==> config.mk <==
export PLATFORM = sky130hd
export DESIGN_NAME = ahb_lite_master_arbiter
export DESIGN_NICKNAME = d
export VERILOG_FILES = /design/src/rtl/definesPkg.sv /design/src/rtl/rr_picker.sv /design/src/rtl/ahb_lite_master_arbiter.sv
export SDC_FILE = /design/constraint.sdc
export NUM_CORES = 1
export LEC_CHECK = 0
export ABC_CLOCK_PERIOD_IN_PS = 1800
export CAP_MARGIN = 0
export CELL_PAD_IN_SITES_DETAIL_PLACEMENT = 1
export CELL_PAD_IN_SITES_GLOBAL_PLACEMENT = 2
export CORE_MARGIN = 3
export CORE_UTILIZATION = 10
export DETAILED_ROUTE_END_ITERATION = 10
export GPL_TIMING_DRIVEN = 1
export PLACE_DENSITY_LB_ADDON = 0.1
export SYNTH_ARGS = -nofsm -noshare
export SYNTH_HDL_FRONTEND = slang
export SYNTH_SLANG_ARGS = --single-unit
==> constraint.sdc <==
create_clock -name HCLK -period 1.8 [get_ports HCLK]
set_input_delay 0.54 -clock HCLK [delete_from_list [all_inputs] [get_ports HCLK]]
set_output_delay 0.54 -clock HCLK [all_outputs]
set_load 0.01 [all_outputs]
==> src/rtl/definesPkg.sv <==
// Shared AHB-Lite bus widths and transfer encodings.
// Used by the master arbiter and its round-robin picker.
package definesPkg;

  localparam int ADDRESS_WIDTH = 32;
  localparam int DATA_WIDTH    = 32;
  localparam int HSIZE_WIDTH   = 3;
  localparam int BURST_SIZE    = 3;
  localparam int TRANSFER_TYPE = 2;
  localparam int MAX_MASTERS   = 4;

  typedef enum logic [TRANSFER_TYPE-1:0] {
    IDLE   = 2'b00,
    BUSY   = 2'b01,
    NONSEQ = 2'b10,
    SEQ    = 2'b11
  } htrans_e;

endpackage

==> src/rtl/rr_picker.sv <==
// Combinational round-robin pick: first request after cur,
// wrapping modulo N, with cur itself scanned last.
module rr_picker #(
  parameter int N = 2,
  localparam int MW = (N > 1) ? $clog2(N) : 1
) (
  input  logic [N-1:0]  req,
  input  logic [MW-1:0] cur,
  output logic [MW-1:0] nxt,
  output logic          found
);

  always_comb begin
    logic [MW-1:0] idx;
    nxt   = cur;
    found = 1'b0;
    idx   = '0;
    for (int k = 1; k <= N; k++) begin
      idx = MW'((int'(cur) + k) % N);
      if (!found && req[idx]) begin
        nxt   = idx;
        found = 1'b1;
      end
    end
  end

endmodule

==> src/rtl/ahb_lite_master_arbiter.sv <==
// Round-robin sharing of one AHB-Lite master port between
// NUM_MASTERS masters, with split address/data ownership.
module ahb_lite_master_arbiter
  import definesPkg::*;
#(
  parameter int NUM_MASTERS = 2,
  localparam int MW = $clog2(NUM_MASTERS)
) (
  input  logic HCLK,
  input  logic HRESETn,

  input  logic [NUM_MASTERS-1:0][ADDRESS_WIDTH-1:0] m_HADDR,
  input  logic [NUM_MASTERS-1:0][TRANSFER_TYPE-1:0] m_HTRANS,
  input  logic [NUM_MASTERS-1:0]                    m_HWRITE,
  input  logic [NUM_MASTERS-1:0][HSIZE_WIDTH-1:0]   m_HSIZE,
  input  logic [NUM_MASTERS-1:0][BURST_SIZE-1:0]    m_HBURST,
  input  logic [NUM_MASTERS-1:0][DATA_WIDTH-1:0]    m_HWDATA,
  output logic [NUM_MASTERS-1:0]                    m_HREADY,
  output logic [NUM_MASTERS-1:0]                    m_HRESP,
  output logic [DATA_WIDTH-1:0]                     m_HRDATA,

  output logic [ADDRESS_WIDTH-1:0] HADDR,
  output logic [TRANSFER_TYPE-1:0] HTRANS,
  output logic                     HWRITE,
  output logic [HSIZE_WIDTH-1:0]   HSIZE,
  output logic [BURST_SIZE-1:0]    HBURST,
  output logic [DATA_WIDTH-1:0]    HWDATA,
  input  logic                     HREADY,
  input  logic                     HRESP,
  input  logic [DATA_WIDTH-1:0]    HRDATA,
  output logic [MW-1:0]            HMASTER
);

  logic [MW-1:0] addr_own_q, addr_own_d;
  logic [MW-1:0] data_own_q, data_own_d;
  logic          data_vld_q, data_vld_d;

  logic [NUM_MASTERS-1:0] req;
  logic [MW-1:0]          pick;
  logic                   pick_found;
  logic                   handover;

  always_comb begin
    req = '0;
    for (int j = 0; j < NUM_MASTERS; j++) begin
      req[j] = (m_HTRANS[j] == NONSEQ);
    end
  end

  rr_picker #(
    .N(NUM_MASTERS)
  ) u_picker (
    .req   (req),
    .cur   (addr_own_q),
    .nxt   (pick),
    .found (pick_found)
  );

  // Bursts (SEQ/BUSY) and back-to-back NONSEQs keep the bus.
  assign handover = HREADY &&
                    (m_HTRANS[addr_own_q] == IDLE);

  assign HADDR   = m_HADDR[addr_own_q];
  assign HWRITE  = m_HWRITE[addr_own_q];
  assign HSIZE   = m_HSIZE[addr_own_q];
  assign HBURST  = m_HBURST[addr_own_q];
  assign HTRANS  = HRESETn ? m_HTRANS[addr_own_q] : IDLE;
  assign HWDATA  = m_HWDATA[data_own_q];
  assign HMASTER = addr_own_q;
  assign m_HRDATA = HRDATA;

  always_comb begin
    m_HREADY = '0;
    m_HRESP  = '0;
    for (int i = 0; i < NUM_MASTERS; i++) begin
      if (!HRESETn) begin
        m_HREADY[i] = 1'b1;
      end else if (MW'(i) == addr_own_q) begin
        m_HREADY[i] = HREADY;
      end
      if (data_vld_q && (MW'(i) == data_own_q)) begin
        m_HRESP[i] = HRESP;
      end
    end
  end

  always_comb begin
    addr_own_d = addr_own_q;
    data_own_d = data_own_q;
    data_vld_d = data_vld_q;
    if (HREADY) begin
      data_own_d = addr_own_q;
      data_vld_d = HTRANS[1];
      if (handover && pick_found) begin
        addr_own_d = pick;
      end
    end
  end

  always_ff @(posedge HCLK) begin
    if (!HRESETn) begin
      addr_own_q <= '0;
      data_own_q <= '0;
      data_vld_q <= 1'b0;
    end else begin
      addr_own_q <= addr_own_d;
      data_own_q <= data_own_d;
      data_vld_q <= data_vld_d;
    end
  end

endmodule

# [Word level (Yosys, flattened, before mapping)]
# Index checks and enable logic that the tools add are counted.
[totals] register_bits=3 in_bits=182 out_inout_bits=110 wordCells=48
[classes] n_addsub=2 n_lt_le_gt_ge=4 n_eq_ne=2 mux=27 bitwise=1 n_reduce_logical=9
[ops] cell="2-to-1 mux 32 bit" count=4
[ops] cell="2-to-1 mux 1 bit" count=16
[ops] cell="2-to-1 mux 3 bit" count=4
[ops] cell="less-than comparator 1 x 2 -> 1 bit (second input constant)" count=4
[ops] cell="2-to-1 mux 2 bit" count=3
[ops] cell="logical AND 1 bit" count=5
[ops] cell="== test 2 bit (second input constant)" count=2
[ops] cell="AND reduction 3 bit" count=1
[ops] cell="adder 1 bit (second input constant)" count=2
[ops] cell="zero test 2 bit" count=1
[ops] cell="nonzero test 2 bit" count=1
[ops] cell="zero test 1 bit" count=1
[ops] cell="inverter 1 bit" count=1

# [Longest topological paths before layout]
[logic_depth] ltp_word=9 mapped_depth=4 depth_no_buf=3

# [By module]
# From an unflattened synthesis, not the netlist that was laid out.
[hier_totals] cells_unflattened=139 area_unflattened_um2=1293.7
[by_module_without_submodules] mod="ahb_lite_master_arbiter" n_inst=1 cells_per_inst=136 area_each_um2=1273.7
[by_module_without_submodules] mod="rr_picker" n_inst=1 cells_per_inst=3 area_each_um2=20.0

# [Worst setup path after synthesis]
# OpenSTA, ideal clock, no wires.
[synth_timing] path_kind="register to output" startpoint="register addr_own_q (netlist: HMASTER)" endpoint="output HADDR[0]" arrival_ns=1.015 required_time_ns=1.260 setup_slack_ns=0.245 path_stages_with_launch=4 path_buffers=2 cell_sequence="dfxtp_1 -> buf_6 -> buf_6 -> mux2_4"
[synth_via] elab_chain_cells=2
[synth_rtl] item="from (decl)" line="ahb_lite_master_arbiter.sv:34" source="logic [MW-1:0] addr_own_q, addr_own_d;"
[synth_rtl] item="from (signal assigned)" line="ahb_lite_master_arbiter.sv:106" source="addr_own_q <= addr_own_d;"
[synth_rtl] item="2-to-1 mux 32 bit (not written as such) (2 in series)" line="ahb_lite_master_arbiter.sv:63" source="assign HADDR = m_HADDR[addr_own_q];"
[synth_rtl] item="to (decl)" line="ahb_lite_master_arbiter.sv:22" source="output logic [ADDRESS_WIDTH-1:0] HADDR,"
# Every way passes these cells. The select of a mux whose other input is x is not followed.

# [Final worst setup path]
[layout_timing] startpoint="register addr_own_q (netlist: HMASTER)" endpoint="output HWRITE"
[layout_via] elab_chain_cells=2
[layout_rtl] item="2-to-1 mux 1 bit (not written as such) (2 in series)" line="ahb_lite_master_arbiter.sv:64" source="assign HWRITE = m_HWRITE[addr_own_q];"
[layout_rtl] item="to (decl)" line="ahb_lite_master_arbiter.sv:24" source="output logic HWRITE,"
# Every way passes these cells. The select of a mux whose other input is x is not followed.

==> results.txt <==
leakage -> 2.10 nW
top cells by count, synth -> mux2_4 (64), buf_4 (32), buf_6 (9)
largest family of logic cells by synthesized area -> multiplexers
CTS Hold Bufs -> 0
IO buf count -> 227
worst relative slew slack -> 80.8%
critical-path cell list -> buf_12 -> buf_16 -> buf_12 -> mux2_4 -> buf_6
# clock sinks -> 3
required time of the critical path -> 1.26 ns
layout cells sized above 1 -> 53.6%
Final Power -> 1.38 mW
drt drc -> 0
fin util -> 27.6%
synthesized area -> 1570 um^2
VDD IR max -> 0.233 mV
Synth area leaders -> mux2_4 (61%), buf_4 (15%), buf_6 (6.4%)
crit path DAT -> 1.39 ns
Final Max Tran Viols -> 0
Crit-path slowest cell -> dfxtp_4
vias in the first global route -> 2141
Final setup viols -> 44
CTS tree -> built
Mapped Nets -> 317
Reg power frac -> 5.4%
critical path peak fanout -> 8
status -> complete, but fails checks
Core ar. -> 15300 um^2
Routed Antenna Nets -> 0
Most Used Layer, Global Route -> met2
placed inst area -> 3920 um^2
register area share after synthesis -> 3.82%
Sw Ratio -> 26.8%
met1 usage -> 9.98%
Avg Inst Size Synth -> 11.7 um^2
Hold WC Path Type -> flip-flop to flip-flop
Worst Setup End Kind -> primary output
Clock Latency Late Sink -> 0.22 ns
post-synth cell types -> 17
# rows -> 45
Clk pwr share -> 25.6%
Final Skew -> 0.00110 ns
delay of the slowest critical-path stage -> 0.36 ns
simple-gate portion of the synthesized area -> 3.82%
top-area cell type share of the netlist area -> 61.1%
hold slack final -> 0.544 ns
Overall Global Routing Usage -> 10.1%
largest net degree at the start of global routing -> 12
Syn Inst Count -> 135
RSZ-0062 raised after global routing -> yes
Top delay family on crit path -> buffers and inverters
post-route cell area -> 4220 um^2
crit start category -> flip-flop
dpl hpwl -> 8.02 mm
fin nets -> 543
Post-synth ARST share -> 0%
synthesis-stage register bit count -> 3
post-synthesis adder-cell area fraction -> 0%
First-pass DRT Iterations -> 4
Reg clk slew, reported paths -> 0.03 ns
Peak Freq -> 517 MHz
Compound-Gate Fraction of Synth Area -> 2.78%
worst-margin pin slew -> 0.286 ns
vias -> 1906
maximum clock path buffer count -> 2
Final Hold Fails -> 0
H-tree levels -> 1
global-route wire length before repair -> 13.7 mm
First DRT Iteration DRCs -> 11
Via density -> 3.33
critical path type -> flip-flop to primary output
maxcap violations -> 0
initial core utilization -> 10.3%
WL per Instance -> 16.2 um
period utilization -> 107%
P_int -> 1.01 mW
min cycle time layout -> 1.93 ns
width of the die -> 131 um
combinational cell fraction of total power -> 69.0%
Post-Synth XOR/XNOR Area -> 0%
CTS root buffer -> clkbuf_16
EDFF count, synth -> 0
antenna violations before repair -> 1
Synth Flop Type -> dfxtp_1
mux contribution to synthesized area -> 67.4%
GRT met3 Usage -> 4.17%
Setup TNS -> -1.59 ns
die extent in y -> 131 um
failing checks -> setup timing
CTS Buf Count -> 3
Area Growth Syn to Fin -> 168%
Placer Congestion -> 0.729
Crit path top cell by count -> buf_12
Net Switching -> 0.371 mW
pwr/cell area -> 327 nW/um^2
WP buf/inv -> 4
GR Overflow Total -> 0
most frequent cell after synthesis -> mux2_4
met2 usage -> 20.2%
die area -> 17300 um^2
area leader, netlist -> mux2_4
io pins -> 292
Warnings, synthesis -> 0
WL final -> 9.29 mm
Worst Setup Slack, final -> -0.134 ns
worst reg2reg max path, delay by kind of cell (launching register included):
| kind | cells | cell delay (ns) |
|---|---|---|
| AO/OA/AOI/OAI | 1 | 0.12 |
| buffers and inverters | 8 | 1.00 |
| flip-flops | 1 | 0.36 |
| multiplexers | 1 | 0.18 |
| AND/OR/NAND/NOR | 1 | 0.05 |
layout by cell type (no fill, tap or decap), types with 2 or more instances in the layout:
cell	netlist	layout
buf_16	0	2
buf_8	0	3
buf_12	0	7
mux2_4	64	71
nor2b_1	2	2
clkbuf_16	0	3
dlygate4sd2_1	0	150
nor2_1	3	3
buf_6	9	79
dfxtp_4	0	2
buf_2	0	4
buf_4	32	16
nand2_1	4	3
sequential cells by signal (all words and copies together), names as in the netlist:
| register | flops |
|---|---|
| HMASTER | 1 |
| data_own_q | 1 |
| data_vld_q | 1 |
logic make-up after synthesis:
family          Yosys count
simple gates             11
mux                      73
buf+inv                  43
flops                     3
compound gates            5
power by group through the flow:
stage          clock (mW)  sequential, mW  combinational (mW)
4_1_cts             0.362          0.0757               0.964
2_1_floorplan           0          0.0740               0.409
3_3_place_gp            0          0.0773               0.963
5_1_grt             0.370          0.0762                1.01
6_report            0.353          0.0749               0.953
3_5_place_dp            0          0.0773               0.961
through the flow:
step | worst slack (ns) | cells
finish | -0.134 | 572
detailed placement | -0.649 | 548
CTS | -0.157 | 570
global placement | -0.594 | 548
global route | -0.171 | 571
floorplan | 0.245 | 135
routing by layer:
metal,up-vias,routed length (um)
met5,-,0
met4,0,21
met3,8,944
met2,129,5230
met1,867,3090
li1,902,-
repair_timing:
| action | 4_1_cts | 5_1_grt |
|---|---|---|
| gates resized for setup | 578 | 5 |
| buffers inserted | 16 | 2 |
| pin swaps | 1 | 0 |
| gates cloned | 2 | 0 |
| setup endpoints to repair | 78 | 53 |
| endpoints found under the hold margin | 0 | 0 |
path summary, 6_finish.rpt:
kind                 to        from  slack (ns)  cells past startpoint
min          data_vld_q  data_vld_q        0.54                      1
max reg2reg  data_vld_q     HMASTER        0.05                     11
max              HWRITE     HMASTER       -0.13                      5
min reg2reg  data_vld_q  data_vld_q        0.54                      1
layout make-up:
cell class	instances	area [um^2]
diodes	1	2.50
clock buffers	4	78.8
fillers	1798	11100
inverters	2	7.51
multi-input cells	89	1210
flip-flops and latches	3	67.6
well taps	211	264
repair buffers	262	2590
Power figures use the tool's default switching activity.
